==> config.mk <==
export PLATFORM = sky130hd
export DESIGN_NAME = demux1x2_buffered_flat
export DESIGN_NICKNAME = d
export VERILOG_FILES = /design/src/rtl/demux_pkg.sv /design/src/rtl/demux1x2_buffered_if.sv /design/src/rtl/demux_fifo2.sv /design/src/rtl/demux1x2_buffered.sv /design/src/flat_wrapper.sv
export SDC_FILE = /design/constraint.sdc
export NUM_CORES = 1
export LEC_CHECK = 0
export ABC_AREA = 1
export CELL_PAD_IN_SITES_DETAIL_PLACEMENT = 1
export CELL_PAD_IN_SITES_GLOBAL_PLACEMENT = 2
export CORE_ASPECT_RATIO = 0.7
export CORE_MARGIN = 2
export CORE_UTILIZATION = 33
export DETAILED_ROUTE_END_ITERATION = 16
export PLACE_DENSITY = 0.9
export SLEW_MARGIN = 20
export SYNTH_ARGS = -nofsm -noshare
export SYNTH_HDL_FRONTEND = slang
export SYNTH_HIERARCHICAL = 1
export SYNTH_SLANG_ARGS = --single-unit
==> constraint.sdc <==
create_clock -name clk -period 3.27 [get_ports clk]
set_input_delay 0.8175 -clock clk [delete_from_list [all_inputs] [get_ports clk]]
set_output_delay 0.8175 -clock clk [all_outputs]
set_load 0.005 [all_outputs]
==> src/rtl/demux_pkg.sv <==
// Shared constants and helpers for the buffered 1x2 demultiplexer.
package demux_pkg;

    localparam int unsigned DEMUX_DEPTH   = 2;
    localparam int unsigned DEMUX_CNT_W   = 16;
    localparam int unsigned DEMUX_FCOUNT_W = $clog2(DEMUX_DEPTH + 1);

    // Saturating increment for the accepted-word statistics counters.
    function automatic logic [DEMUX_CNT_W-1:0] sat_inc(input logic [DEMUX_CNT_W-1:0] v);
        return (v == {DEMUX_CNT_W{1'b1}}) ? v : v + DEMUX_CNT_W'(1);
    endfunction

endpackage

==> src/rtl/demux1x2_buffered_if.sv <==
// Input word stream plus two buffered output streams of the 1x2 demultiplexer.
interface demux1x2_buffered_if #(parameter int unsigned WIDTH = 8) ();

    logic [WIDTH-1:0] in_data;
    logic             in_sel;
    logic             in_valid;
    logic             in_ready;
    logic [WIDTH-1:0] out0_data;
    logic             out0_valid;
    logic             out0_ready;
    logic [WIDTH-1:0] out1_data;
    logic             out1_valid;
    logic             out1_ready;

    modport master (
        output in_data, in_sel, in_valid, out0_ready, out1_ready,
        input  in_ready, out0_data, out0_valid, out1_data, out1_valid
    );

    modport slave (
        input  in_data, in_sel, in_valid, out0_ready, out1_ready,
        output in_ready, out0_data, out0_valid, out1_data, out1_valid
    );

endinterface

==> src/rtl/demux_fifo2.sv <==
// Two-entry FIFO with 1-bit wrapping pointers; head word is read straight from storage.
module demux_fifo2
    import demux_pkg::*;
#(
    parameter int unsigned WIDTH = 8
) (
    input  logic                      clk,
    input  logic                      rst_n,
    input  logic                      push,
    input  logic                      pop,
    input  logic [WIDTH-1:0]          din,
    output logic [WIDTH-1:0]          dout,
    output logic [DEMUX_FCOUNT_W-1:0] count,
    output logic                      full,
    output logic                      empty
);

    logic [WIDTH-1:0] mem [DEMUX_DEPTH];
    logic             wr_ptr;
    logic             rd_ptr;
    logic             do_push;
    logic             do_pop;

    // A full buffer never accepts, even when it pops in the same cycle.
    assign do_push = push && !full;
    assign do_pop  = pop && !empty;

    always_ff @(posedge clk or negedge rst_n) begin
        if (!rst_n) begin
            for (int i = 0; i < int'(DEMUX_DEPTH); i++) mem[i] <= '0;
            wr_ptr <= 1'b0;
            rd_ptr <= 1'b0;
            count  <= '0;
        end else begin
            if (do_push) begin
                mem[wr_ptr] <= din;
                wr_ptr      <= ~wr_ptr;
            end
            if (do_pop) rd_ptr <= ~rd_ptr;
            unique case ({do_push, do_pop})
                2'b10:   count <= count + DEMUX_FCOUNT_W'(1);
                2'b01:   count <= count - DEMUX_FCOUNT_W'(1);
                default: count <= count;
            endcase
        end
    end

    assign dout  = mem[rd_ptr];
    assign full  = (count == DEMUX_FCOUNT_W'(DEMUX_DEPTH));
    assign empty = (count == '0);

endmodule

==> src/rtl/demux1x2_buffered.sv <==
// Routes each accepted word into one of two independent 2-entry port buffers.
// Optional accepted-word counters cnt0/cnt1 are compiled in with DEMUX_STATS_EN.
module demux1x2_buffered
    import demux_pkg::*;
#(
    parameter int unsigned WIDTH = 8
) (
    input  logic                   clk,
    input  logic                   rst_n,
    demux1x2_buffered_if.slave     bus
`ifdef DEMUX_STATS_EN
    ,
    output logic [DEMUX_CNT_W-1:0] cnt0,
    output logic [DEMUX_CNT_W-1:0] cnt1
`endif
);

    logic                      push0, push1;
    logic                      pop0, pop1;
    logic                      full0, full1;
    logic                      empty0, empty1;
    logic [DEMUX_FCOUNT_W-1:0] count0, count1;
    logic                      unused_counts;

    // Readiness depends only on the selected buffer's occupancy.
    assign bus.in_ready = bus.in_sel ? !full1 : !full0;

    assign push0 = bus.in_valid && bus.in_ready && !bus.in_sel;
    assign push1 = bus.in_valid && bus.in_ready &&  bus.in_sel;
    assign pop0  = bus.out0_valid && bus.out0_ready;
    assign pop1  = bus.out1_valid && bus.out1_ready;

    assign bus.out0_valid = !empty0;
    assign bus.out1_valid = !empty1;
    assign unused_counts  = ^{count0, count1};

    demux_fifo2 #(.WIDTH(WIDTH)) u_fifo0 (
        .clk   (clk),
        .rst_n (rst_n),
        .push  (push0),
        .pop   (pop0),
        .din   (bus.in_data),
        .dout  (bus.out0_data),
        .count (count0),
        .full  (full0),
        .empty (empty0)
    );

    demux_fifo2 #(.WIDTH(WIDTH)) u_fifo1 (
        .clk   (clk),
        .rst_n (rst_n),
        .push  (push1),
        .pop   (pop1),
        .din   (bus.in_data),
        .dout  (bus.out1_data),
        .count (count1),
        .full  (full1),
        .empty (empty1)
    );

`ifdef DEMUX_STATS_EN
    // Per-port accepted-word counters, saturating.
    always_ff @(posedge clk or negedge rst_n) begin
        if (!rst_n) begin
            cnt0 <= '0;
            cnt1 <= '0;
        end else begin
            if (push0) cnt0 <= sat_inc(cnt0);
            if (push1) cnt1 <= sat_inc(cnt1);
        end
    end
`endif

endmodule

==> src/flat_wrapper.sv <==
// flat-port wrapper written by rule: the top's interface ports become plain ports
module demux1x2_buffered_flat import demux_pkg::*;
#(
    parameter int unsigned WIDTH = 8
)
  (clk, rst_n, bus_in_data, bus_in_sel, bus_in_valid, bus_out0_ready, bus_out1_ready, bus_in_ready, bus_out0_data, bus_out0_valid, bus_out1_data, bus_out1_valid);
  demux1x2_buffered_if #(.WIDTH(WIDTH)) bus_i ();
  input  logic clk;
  input  logic rst_n;
  input wire logic [$bits(bus_i.in_data)-1:0] bus_in_data;
  input wire logic [$bits(bus_i.in_sel)-1:0] bus_in_sel;
  input wire logic [$bits(bus_i.in_valid)-1:0] bus_in_valid;
  input wire logic [$bits(bus_i.out0_ready)-1:0] bus_out0_ready;
  input wire logic [$bits(bus_i.out1_ready)-1:0] bus_out1_ready;
  output wire logic [$bits(bus_i.in_ready)-1:0] bus_in_ready;
  output wire logic [$bits(bus_i.out0_data)-1:0] bus_out0_data;
  output wire logic [$bits(bus_i.out0_valid)-1:0] bus_out0_valid;
  output wire logic [$bits(bus_i.out1_data)-1:0] bus_out1_data;
  output wire logic [$bits(bus_i.out1_valid)-1:0] bus_out1_valid;
  assign bus_i.in_data = bus_in_data;
  assign bus_i.in_sel = bus_in_sel;
  assign bus_i.in_valid = bus_in_valid;
  assign bus_i.out0_ready = bus_out0_ready;
  assign bus_i.out1_ready = bus_out1_ready;
  assign bus_in_ready = bus_i.in_ready;
  assign bus_out0_data = bus_i.out0_data;
  assign bus_out0_valid = bus_i.out0_valid;
  assign bus_out1_data = bus_i.out1_data;
  assign bus_out1_valid = bus_i.out1_valid;
  demux1x2_buffered #(.WIDTH(WIDTH)) u_core (.clk(clk), .rst_n(rst_n), .bus(bus_i));
endmodule
# After elaboration in Yosys (flattened, before gate mapping)
# Cells that the tools add are included.
# Widths: inputs -> output; s select.
# totals
ff_bits	40
in_bits	14
out_inout_bits	19
wordCells	69
# op_classes
addsub	4
magnitude_cmp	6
eq_ne	6
muxes	15
bitwise	8
n_reduce_logical	20
# ops
cell	count
$mux 8	8
$bwmux 16	2
$demux 8 s1	2
$logic_and 1x1->1	11
$eq 2x2->1 const B	4
$ge 2x2->1 const B	4
$not 1->2	4
$pmux 2 s2	2
$logic_not 1->1	5
$add 2x1->2 const B	2
$eq 2x1->1 const B	2
$logic_not 2->1	2
$lt 2x1->1 const B	2
$not 1->1	4
$reduce_bool 2->1	2
$sub 2x1->2 const B	2
$mux 1	1

# Depth between registers and ports, before layout
# Gate-level depths: netlist of run 1.
# logic_depth
depth_word	8
depth_mapped	16

# By module
# The synthesis of run 1 kept the hierarchy.
# modules_own_cells
mod	instances	cells_each	area_each_um2	seq_area_each_um2
demux_fifo2	2	126	1014.7	500.5
demux1x2_buffered	1	15	61.3	0.0

# Worst setup path before layout of run 1
# OpenSTA, ideal clock, no wires.
# synth_path
path_kind	in2reg
from	input port bus_in_sel
to	register u_core.u_fifo0.count[1]
setup_ns	0.117
arrival_time_ns	1.719
path_slack_ns	1.434
stages	10
cell_sequence	inv_1 -> nand2_2 -> nor2_2 -> buf_6 -> nand2_1 -> ha_1 -> inv_1 -> nand3_1 -> nand2_1 -> nand2_1
# synth_between
elab_chain_cells	6
# synth_lines
item	line	source
start: declaration	flat_wrapper.sv:11	input wire logic [$bits(bus_i.in_sel)-1:0] bus_in_sel;
$mux 1	demux1x2_buffered.sv:26	assign bus.in_ready = bus.in_sel ? !full1 : !full0;
$logic_and 1x1->1	demux1x2_buffered.sv:28	assign push0 = bus.in_valid && bus.in_ready && !bus.in_sel;
$logic_and 1x1->1 *	demux1x2_buffered.sv:28	
via u_core.push0	demux1x2_buffered.sv:18	logic push0, push1;
$logic_and 1x1->1 *	demux_fifo2.sv:25	assign do_push = push && !full;
$eq 2x1->1 / $eq 2x2->1 (equally long branches)	demux_fifo2.sv:40	unique case ({do_push, do_pop})
$pmux 2 s2 / $reduce_bool 2->1 (equally long branches)	-	
end signal: assignment	demux_fifo2.sv:41	2'b10: count <= count + DEMUX_FCOUNT_W'(1);
end signal: assignment	demux_fifo2.sv:42	2'b01: count <= count - DEMUX_FCOUNT_W'(1);
end signal: assignment	demux_fifo2.sv:43	default: count <= count;
end: declaration	demux_fifo2.sv:13	output logic [DEMUX_FCOUNT_W-1:0] count,
# Mark *: on every way through the listed nets, which the timed path passes. The rest lies on a longest branch.
# A chain may end at the register's enable or synchronous reset.

# Final worst setup path of run 1
# layout_path
from	input port bus_in_sel
to	output port bus_in_ready
# layout_between
elab_chain_cells	1
# layout_lines
item	line	source
$mux 1	demux1x2_buffered.sv:26	
end: declaration	flat_wrapper.sv:15	output wire logic [$bits(bus_i.in_ready)-1:0] bus_in_ready;
# No other way between the ends.

==> results of run 1 <==
[critical path, stage by stage]
cell             delay (ns)
clkdlybuf4s50_1        0.48
nand2_1                0.08
nand2_1                0.06
clkdlybuf4s50_1        0.50
[power breakdown]
part           total, mW  internal [mW]  switching [mW]  leakage (nW)
clock              0.347          0.172           0.175        0.0455
combinational       1.15          0.519           0.627         0.784
sequential         0.894          0.726           0.169         0.498
[through the flow]
stage / area, um^2 / worst slack, ns / power (mW) / hold slack, ns
floorplan: 2090 / 1.43 / 1.62 / 0.442
global placement: 2410 / 0.541 / 2.03 / 0.455
detailed placement: 2410 / 0.497 / 2.07 / 0.459
CTS: 2500 / 0.499 / 2.43 / 0.478
global route: 2500 / 0.452 / 2.63 / 0.503
finish: 2500 / 0.513 / 2.39 / 0.473
[routing by layer]
| metal | share of wire | wire [um] | GRT usage | vias up |
|---|---|---|---|---|
| met1 | 0.46 | 2360 | 0.224 | 883 |
| met4 | 0.021 | 110 | 0.0715 | 0 |
| met5 | 0 | 0 | 0 | - |
| li1 | - | - | - | 914 |
| met3 | 0.053 | 273 | 0.0306 | 10 |
| met2 | 0.47 | 2440 | 0.258 | 42 |
[final timing paths]
| check | start | end |
|---|---|---|
| max in group asynchronous | rst_n | u_core/u_fifo0/mem[2] |
| hold / removal | u_core/u_fifo0/mem[8] | u_core/u_fifo0/mem[8] |
| hold reg to reg | u_core/u_fifo0/mem[8] | u_core/u_fifo0/mem[8] |
| min in group asynchronous | rst_n | u_core/u_fifo1/mem[14] |
| setup / recovery | bus_in_sel | bus_in_ready |
| setup reg to reg | u_core/u_fifo1/count[0] | u_core/u_fifo1/mem[1] |
[cells by family (layout without fill, tap and decap cells)]
logic type | Yosys count | in the layout | synth area share
AND/OR/NAND/NOR | 185 | 185 | 0.394
XOR/XNOR | 2 | 2 | 0.00838
buffers and inverters | 38 | 70 | 0.107
flip-flops | 40 | 40 | 0.479
adder cells (fa/ha/maj) | 2 | 2 | 0.0120
[sequential cells by signal, indices dropped and copies added, names as in the netlist]
register / count
u_core/u_fifo1/rd_ptr: 1
u_core/u_fifo0/mem: 16
u_core/u_fifo1/wr_ptr: 1
u_core/u_fifo0/rd_ptr: 1
u_core/u_fifo1/count: 2
u_core/u_fifo1/mem: 16
u_core/u_fifo0/wr_ptr: 1
u_core/u_fifo0/count: 2
[cell usage in the layout, fill, tap and decap left out, drive strengths merged]
| cell | instances |
|---|---|
| nor2 | 4 |
| inv | 21 |
| clkdlybuf4s50 | 31 |
| clkinv | 5 |
| buf | 5 |
| nand4 | 34 |
| nand3 | 8 |
| clkbuf | 8 |
| nand2 | 139 |
| dfrtp | 40 |
| ha | 2 |
| xnor2 | 2 |
[layout make-up]
class,instances,area share
sequential,40,0.401
multi-input combinational,189,0.347
timing repair buffer,36,0.138
inverter,26,0.0391
tap,78,0.0391
clock buffer,8,0.0361
==> impl_metrics.env, run 1 <==
export IMPL_clk_insertion_delay_late_ns=0.30
export IMPL_max_slew_margin=0.390
export IMPL_core_mm2=0.00619
export IMPL_synth_ff_type="dfrtp_1"
export IMPL_final_util=0.404
export IMPL_yosys_warnings=6
export IMPL_slew_violations=0
export IMPL_antenna_found_initial=0
export IMPL_cts_made_buffers=5
export IMPL_yosysTopAreaCell="dfrtp_1"
export IMPL_drc_errors=0
export IMPL_path_clk_slew_ns=0.07
export IMPL_dpl_hpwl_um=3640
export IMPL_initial_core_util=0.338
export IMPL_synth_most_common_cell="nand2_1"
export IMPL_routedWlPerCell_um=13.7
export IMPL_syn_num_nets=283
export IMPL_power_per_cell_area_mw_per_mm2=955
export IMPL_grt_max_degree=41
export IMPL_n_fill_cell=783
export IMPL_nets=314
export IMPL_drtAntennaViolNets=0
export IMPL_synth_edf_count=0
export IMPL_cellLeakagePower_nw=1.33
export IMPL_fin_crit_ns=2.76
export IMPL_finalSetupTns_ns=0
export IMPL_post_cts_resized=0
export IMPL_post_place_cells=369
export IMPL_drtIter0Drc=52
export IMPL_die_area_mm2=0.00700
export IMPL_worst_slew_pin_slew_ns=0.916
export IMPL_synth_seq_cells=40
export IMPL_first_global_vias=1926
export IMPL_cts_tree="built"
export IMPL_maxCapViolations=0
export IMPL_post_cts_buffers=0
export IMPL_clkSinkCount=40
export IMPL_status="complete, no violations"
export IMPL_vias=1849
export IMPL_multi_input_area_um2=867
export IMPL_root_buffer="clkbuf_8"
export IMPL_die_h_um=70.6
export IMPL_finalWeightedCongestion=0.731
export IMPL_synthesis_area_mm2=0.00209
export IMPL_async_flop_share=1.00
export IMPL_area_growth_pct=19.5
export IMPL_core_rowCount=24
export IMPL_syn_inst=267
export IMPL_min_path_cells=2
export IMPL_end_kind="output pin"
export IMPL_grt_usage=0.164
export IMPL_start_kind="input pin"
export IMPL_syn_avg_cell_area_um2=7.83
export IMPL_grt_overflow=0
export IMPL_synth_cell_types=17
export IMPL_rsz0062_at_grt="no"
export IMPL_seqCellArea_mm2=0.00100
export IMPL_required_ns=2.45
export IMPL_crit_type="input pin to output pin"
export IMPL_drive_gt1_frac=0.0635
export IMPL_port_buffers=32
export IMPL_hp_class="flop to flop"
export IMPL_reg2reg_depth=10
export IMPL_synth_top_area_frac=0.479
export IMPL_via_per_inst=4.90
export IMPL_skew_ns=0.00363
export IMPL_holdBufCountCts=0
export IMPL_stdcell_count=377
export IMPL_drt_total_wl_um=5180
export IMPL_hold_violations=0
export IMPL_cts_htree_levels=2
export IMPL_crit_fanout=2
export IMPL_clock_fmax_mhz=363
export IMPL_clk_path_buf_depth=2
export IMPL_grt_pass1_wl_um=9090
export IMPL_peakVddDrop_mv=0.212
export IMPL_finalSetupViolCount=0
export IMPL_firstDrtPassIters=4
export IMPL_pin_count=33
export IMPL_r2r_slack_ns=1.24
export IMPL_antenna_cells=0
export IMPL_final_period_utilization=0.843
export IMPL_synthTopCellsByArea="dfrtp_1 (48%), nand2_1 (24%), nand4_1 (10%), inv_1 (3.4%), buf_6 (2.2%)"
export IMPL_die_w_um=99.1
export IMPL_worstPathArrival_ns=1.94
export IMPL_synth_commonest_cells="nand2_1 (136), dfrtp_1 (40), nand4_1 (34)"
export IMPL_synth_seq_area_share=0.479
Power figures use the tool's default switching activity.
==> run 2: changes to the inputs <==
- CORE_UTILIZATION: 33 -> 31
- PLACE_DENSITY: 0.9 -> 0.85
- clock period: 3.27 -> 2.79 ns (I/O delays scaled with it)
==> run 2 against run 1 <==
  * Core utilization down 0.26 points
  * Cell count up 4.0%
  * Critical path depth unchanged
  * Sequential power up 17%
  * First-iteration DRC count up 52%
  * Highest routed layer unchanged
  * Global-route usage down 0.64 points
  * Register-to-register slack worse by 0.09 ns
==> impl_metrics.env, run 2 (same netlist as run 1, synthesis figures left out) <==
export IMPL_status="complete, no violations"
export IMPL_clk_insertion_delay_late_ns=0.30
export IMPL_hp_class="flop to flop"
export IMPL_p_sw_frac=0.401
export IMPL_post_cts_resized=0
export IMPL_post_place_cells=384
export IMPL_drc_errors=0
export IMPL_dpl_hpwl_um=3760
export IMPL_pin_count=33
export IMPL_stdcell_count=392
export IMPL_firstDrtPassIters=4
export IMPL_required_ns=2.09
export IMPL_antenna_found_initial=0
export IMPL_antenna_cells=0
export IMPL_rsz0062_at_grt="no"
export IMPL_initial_core_util=0.328
export IMPL_hold_violations=0
export IMPL_grt_max_degree=41
export IMPL_finish_instance_area_mm2=0.00255
export IMPL_first_global_vias=1850
export IMPL_port_buffers=32
export IMPL_peakVddDrop_mv=0.318
export IMPL_post_cts_buffers=0
export IMPL_power_per_cell_area_mw_per_mm2=1140
export IMPL_final_period_utilization=0.898
export IMPL_skew_ns=0.00959
export IMPL_die_h_um=72.7
export IMPL_crit_fanout=2
export IMPL_routedWlPerCell_um=13.6
export IMPL_top_regs="u_core/u_fifo0/mem: 16 flops, u_core/u_fifo1/mem: 16 flops"
export IMPL_clk_path_buf_depth=2
export IMPL_worstPathArrival_ns=1.81
export IMPL_drtAntennaViolNets=0
export IMPL_finalSetupTns_ns=0
export IMPL_cts_tree="built"
export IMPL_cts_made_buffers=5
export IMPL_slowest_stage="clkdlybuf4s50_1"
export IMPL_maxCapViolations=0
export IMPL_via_per_inst=4.68
export IMPL_layout_commonest_cell="nand2_1"
export IMPL_start_kind="input pin"
export IMPL_vias=1834
export IMPL_combPwrFrac=0.468
export IMPL_final_cell_mix="nand2_1 (136), dfrtp_1 (40), nand4_1 (34), clkdlybuf4s50_1 (31), inv_1 (19)"
export IMPL_end_kind="output pin"
export IMPL_finalWeightedCongestion=0.724
export IMPL_area_growth_pct=22.2
export IMPL_drt_total_wl_um=5320
export IMPL_slew_violations=0
export IMPL_cts_htree_levels=2
export IMPL_max_stage_delay_ns=0.49
export IMPL_holdBufCountCts=0
export IMPL_clock_fmax_mhz=399
export IMPL_cellLeakagePower_nw=1.35
export IMPL_n_fill_cell=803
export IMPL_seqPwrFrac=0.362
export IMPL_die_area_mm2=0.00743
export IMPL_grt_usage=0.158
export IMPL_clkPwrFrac=0.169
export IMPL_worst_slew_pin_slew_ns=0.932
export IMPL_grt_overflow=0
export IMPL_core_rowCount=24
export IMPL_crit_type="input pin to output pin"
export IMPL_power_switching_mw=1.17
export IMPL_internal_power_mw=1.74
export IMPL_finalSetupViolCount=0
export IMPL_placed_area_mm2=0.00244
export IMPL_whs_ns=0.478
export IMPL_nets=316
export IMPL_max_slew_margin=0.378
export IMPL_die_w_um=102
export IMPL_core_mm2=0.00637
export IMPL_drtIter0Drc=79
export IMPL_final_util=0.401
export IMPL_root_buffer="clkbuf_8"
export IMPL_clkSinkCount=40
export IMPL_path_clk_slew_ns=0.08
export IMPL_grt_pass1_wl_um=9140
export IMPL_drive_gt1_frac=0.0764
export IMPL_fin_crit_ns=2.50
export IMPL_cp_cell_sequence="clkdlybuf4s50_1, nand2_1, nand2_1, clkdlybuf4s50_1"
run 2: cell types whose count changed in the layout (fill, tap and decap cells not counted):
cell	delta
clkinvlp_4	+1
bufinv_16	+1
clkbuf_8	-1
inv_6	+1
buf_4	+2
clkbuf_1	-2
run 2: stage by stage:
stage	setup slack, ns	total power, mW
global placement	0.299	2.40
finish	0.285	2.91
CTS	0.271	2.96
global route	0.251	3.19
detailed placement	0.279	2.45
floorplan	0.996	1.90
run 2: cell type report:
| cell class | count | area, um^2 | share of cell area |
|---|---|---|---|
| clock inverter | 3 | 46.3 | 0.0181 |
| timing repair buffer | 38 | 360 | 0.141 |
| inverter | 26 | 97.6 | 0.0382 |
| sequential | 40 | 1000 | 0.392 |
| clock buffer | 5 | 68.8 | 0.0269 |
| multi-input combinational | 189 | 867 | 0.339 |
| tap | 91 | 114 | 0.0446 |
run 2: worst paths after layout:
path | start | to | slack [ns] | cells past startpoint
max in group asynchronous | rst_n | u_core/u_fifo0/mem[7] | 1.67 | 1
worst min register to register | u_core/u_fifo0/mem[4] | u_core/u_fifo0/mem[4] | 0.48 | 2
worst max register to register | u_core/u_fifo1/count[0] | u_core/u_fifo1/mem[2] | 1.15 | 10
min in group asynchronous | rst_n | u_core/u_fifo1/mem[14] | 0.54 | 1
worst max-delay path | bus_in_sel | bus_in_ready | 0.29 | 4
worst min-delay path | u_core/u_fifo0/mem[4] | u_core/u_fifo0/mem[4] | 0.48 | 2
run 2: per-layer routing:
| metal | global-route usage | vias to the layer above | routed length, um |
|---|---|---|---|
| met5 | 0 | - | 0 |
| met4 | 0.0444 | 0 | 39 |
| met3 | 0.0287 | 5 | 173 |
| met2 | 0.235 | 33 | 2340 |
| met1 | 0.235 | 877 | 2770 |
| li1 | - | 919 | - |
run 2: worst max-delay path: cells and delay by family:
family / cells / cell delay, ns
buffers and inverters: 2 / 0.97
and+or+nand+nor: 2 / 0.14
run 2: power groups by stage:
stage	sequential, mW	clock, mW	combinational (mW)
floorplan	0.974	0	0.928
global placement	1.05	0	1.35
detailed placement	1.06	0	1.39
CTS	1.05	0.515	1.39
global route	1.09	0.537	1.56
finish	1.05	0.493	1.36
==> run 3: changes to the inputs <==
- ABC_AREA: 1 -> default
- CORE_UTILIZATION: 31 -> 38
- PLACE_DENSITY: 0.85 -> 0.89
- clock period: 2.79 -> 3 ns (I/O delays scaled with it)
==> run 3 against run 2 <==
  * Register-to-register slack worse by 0.18 ns
  * Sequential share of layout area up 4.6 points
  * Die area down 27%
  * First-iteration DRC count down 56%
  * Wire length down 31%
  * Critical endpoint unchanged
  * Largest cell class unchanged
  * Largest power group unchanged
==> impl_metrics.env, run 3 <==
export IMPL_rsz0062_at_grt="no"
export IMPL_syn_avg_cell_area_um2=14.4
export IMPL_rr_startpoint="u_core/u_fifo0/count[0]"
export IMPL_r2r_slack_ns=0.97
export IMPL_core_mm2=0.00470
export IMPL_crit_path_frequent_cell="clkdlybuf4s50_1"
export IMPL_grt_pass1_wl_um=5950
export IMPL_routedWlPerCell_um=16.6
export IMPL_synth_top_area_frac=0.548
export IMPL_drtIter0Drc=35
export IMPL_dpl_hpwl_um=2630
export IMPL_yosysTopAreaCell="dfrtp_1"
export IMPL_cellLeakagePower_nw=0.959
export IMPL_initial_core_util=0.389
export IMPL_stdcell_count=220
export IMPL_reg2reg_depth=5
export IMPL_pre_cts_ws_ns=0.200
export IMPL_port_buffers=32
export IMPL_slowest_stage="clkdlybuf4s50_1"
export IMPL_cts_htree_levels=2
export IMPL_area_growth_pct=25.1
export IMPL_max_stage_delay_ns=0.54
export IMPL_grt_max_degree=41
export IMPL_min_path_cells=1
export IMPL_finalSetupTns_ns=0
export IMPL_finalSetupViolCount=0
export IMPL_synth_most_common_cell="mux2_2"
export IMPL_fin_crit_ns=2.80
export IMPL_cts_made_buffers=5
export IMPL_path_clk_slew_ns=0.07
export IMPL_core_rowCount=21
export IMPL_max_slew_margin=0.424
export IMPL_drt_total_wl_um=3660
export IMPL_synthTopCellsByArea="dfrtp_1 (55%), mux2_2 (30%), xnor2_1 (2.9%), nor3b_4 (2.1%), xor2_1 (1.9%)"
export IMPL_grt_overflow=0
export IMPL_hp_class="flop to flop"
export IMPL_clk_insertion_delay_late_ns=0.29
export IMPL_antenna_cells=0
export IMPL_synth_ff_type="dfrtp_1"
export IMPL_finalWeightedCongestion=0.701
export IMPL_r2r_end="u_core/u_fifo0/mem[10]"
export IMPL_vias=1078
export IMPL_nets=178
export IMPL_async_flop_share=1.00
export IMPL_drive_gt1_frac=0.374
export IMPL_post_cts_buffers=0
export IMPL_antenna_found_initial=0
export IMPL_synth_seq_area_share=0.548
export IMPL_skew_ns=0.00503
export IMPL_hp_start="u_core/u_fifo0/mem[2]"
export IMPL_p_total_mw=2.56
export IMPL_pin_count=33
export IMPL_maxCapViolations=0
export IMPL_synth_edf_count=0
export IMPL_final_period_utilization=0.932
export IMPL_slew_violations=0
export IMPL_post_place_cells=212
export IMPL_grt_usage=0.153
export IMPL_setup_ws_ns=0.203
export IMPL_hold_violations=0
export IMPL_worstPathArrival_ns=2.05
export IMPL_syn_inst=127
export IMPL_top_regs="u_core/u_fifo0/mem: 16 flops, u_core/u_fifo1/mem: 16 flops"
export IMPL_start_kind="input pin"
export IMPL_required_ns=2.25
export IMPL_die_w_um=86.9
export IMPL_die_area_mm2=0.00539
export IMPL_end_kind="output pin"
export IMPL_final_util=0.486
export IMPL_holdBufCountCts=0
export IMPL_first_global_vias=1164
export IMPL_synth_seq_cells=40
export IMPL_hold_path_end="u_core/u_fifo0/mem[2]"
export IMPL_syn_num_nets=143
export IMPL_drc_errors=0
export IMPL_cp_cell_sequence="clkdlybuf4s50_1, mux2i_1, clkdlybuf4s50_1"
export IMPL_die_h_um=62.0
export IMPL_cts_tree="built"
export IMPL_clkSinkCount=40
export IMPL_clk_path_buf_depth=2
export IMPL_status="complete, no violations"
export IMPL_peakVddDrop_mv=0.427
export IMPL_crit_type="input pin to output pin"
export IMPL_via_per_inst=4.90
export IMPL_drtAntennaViolNets=0
export IMPL_post_cts_resized=0
export IMPL_final_cell_mix="mux2_2 (48), dfrtp_1 (40), clkdlybuf4s50_1 (31), clkbuf_8 (6), xnor2_1 (6)"
export IMPL_firstDrtPassIters=3
export IMPL_synthesis_area_mm2=0.00183
export IMPL_yosys_warnings=6
export IMPL_synth_commonest_cells="mux2_2 (48), dfrtp_1 (40), xnor2_1 (6)"
export IMPL_layout_commonest_cell="mux2_2"
export IMPL_clock_fmax_mhz=358
export IMPL_crit_fanout=3
export IMPL_synth_cell_types=18
export IMPL_root_buffer="clkbuf_8"
export IMPL_power_per_cell_area_mw_per_mm2=1120
export IMPL_worst_slew_pin_slew_ns=0.864
[run 3: cell count changes after synthesis, sizes merged, moves of 2 or more]
cell,delta
and3,+2
mux2,+48
xnor2,+4
nor3b,+3
nand3,-8
nor2b,+4
nand4,-34
nand2,-137
nand2b,+2
clkbuf,+2
buf,-10
xor2,+4
clkinv,-5
inv,-17
[run 3: logic make-up (layout without fill, tap and decap cells)]
logic type    count (synthesis)  in the layout  synth area share
fa+ha+maj                     2              2            0.0137
flops                        40             40             0.548
buf+inv                       8             44            0.0178
simple gates                 18             18            0.0719
mux                          49             49             0.301
xor+xnor                     10             10            0.0479
[run 3: through the flow]
stage | hold slack, ns | cell area (um^2)
4_1_cts | 0.509 | 2290
2_1_floorplan | 0.454 | 1830
3_3_place_gp | 0.484 | 2200
3_5_place_dp | 0.492 | 2200
5_1_grt | 0.529 | 2290
6_report | 0.508 | 2290
[run 3: layout make-up]
class | count | area, um^2
Clock buffer | 8 | 90.1
Fill cell | 478 | 2420
Inverter | 4 | 15.0
Multi-Input combinational cell | 79 | 795
Sequential cell | 40 | 1000
Tap cell | 57 | 71.3
Timing Repair Buffer | 32 | 315
[run 3: critical path: cells and delay by family]
| kind | cells | cell delay, ns |
|---|---|---|
| buffers and inverters | 2 | 1.06 |
| muxes | 1 | 0.24 |
[run 3: worst max path at each step]
stage	from	end	slack, ns	cells after the start
4_1_cts	bus_in_sel	bus_in_ready	0.19	3
6_report	bus_in_sel	bus_in_ready	0.20	3
2_1_floorplan	bus_in_sel	u_core/u_fifo0/mem[10]	1.13	3
3_5_place_dp	bus_in_sel	bus_in_ready	0.20	3
3_3_place_gp	bus_in_sel	bus_in_ready	0.23	3
5_1_grt	bus_in_sel	bus_in_ready	0.13	3
[run 3: metal layers]
metal	GRT usage	wire length, um
met5	0	0
met4	0.0469	26
met3	0.0449	175
met2	0.260	1760
met1	0.194	1690
[run 3: where the power goes]
group / switching, mW / internal [mW] / total (mW)
sequential: 0.218 / 0.819 / 1.04
combinational: 0.380 / 0.784 / 1.16
clock: 0.173 / 0.187 / 0.361
total: 0.771 / 1.79 / 2.56
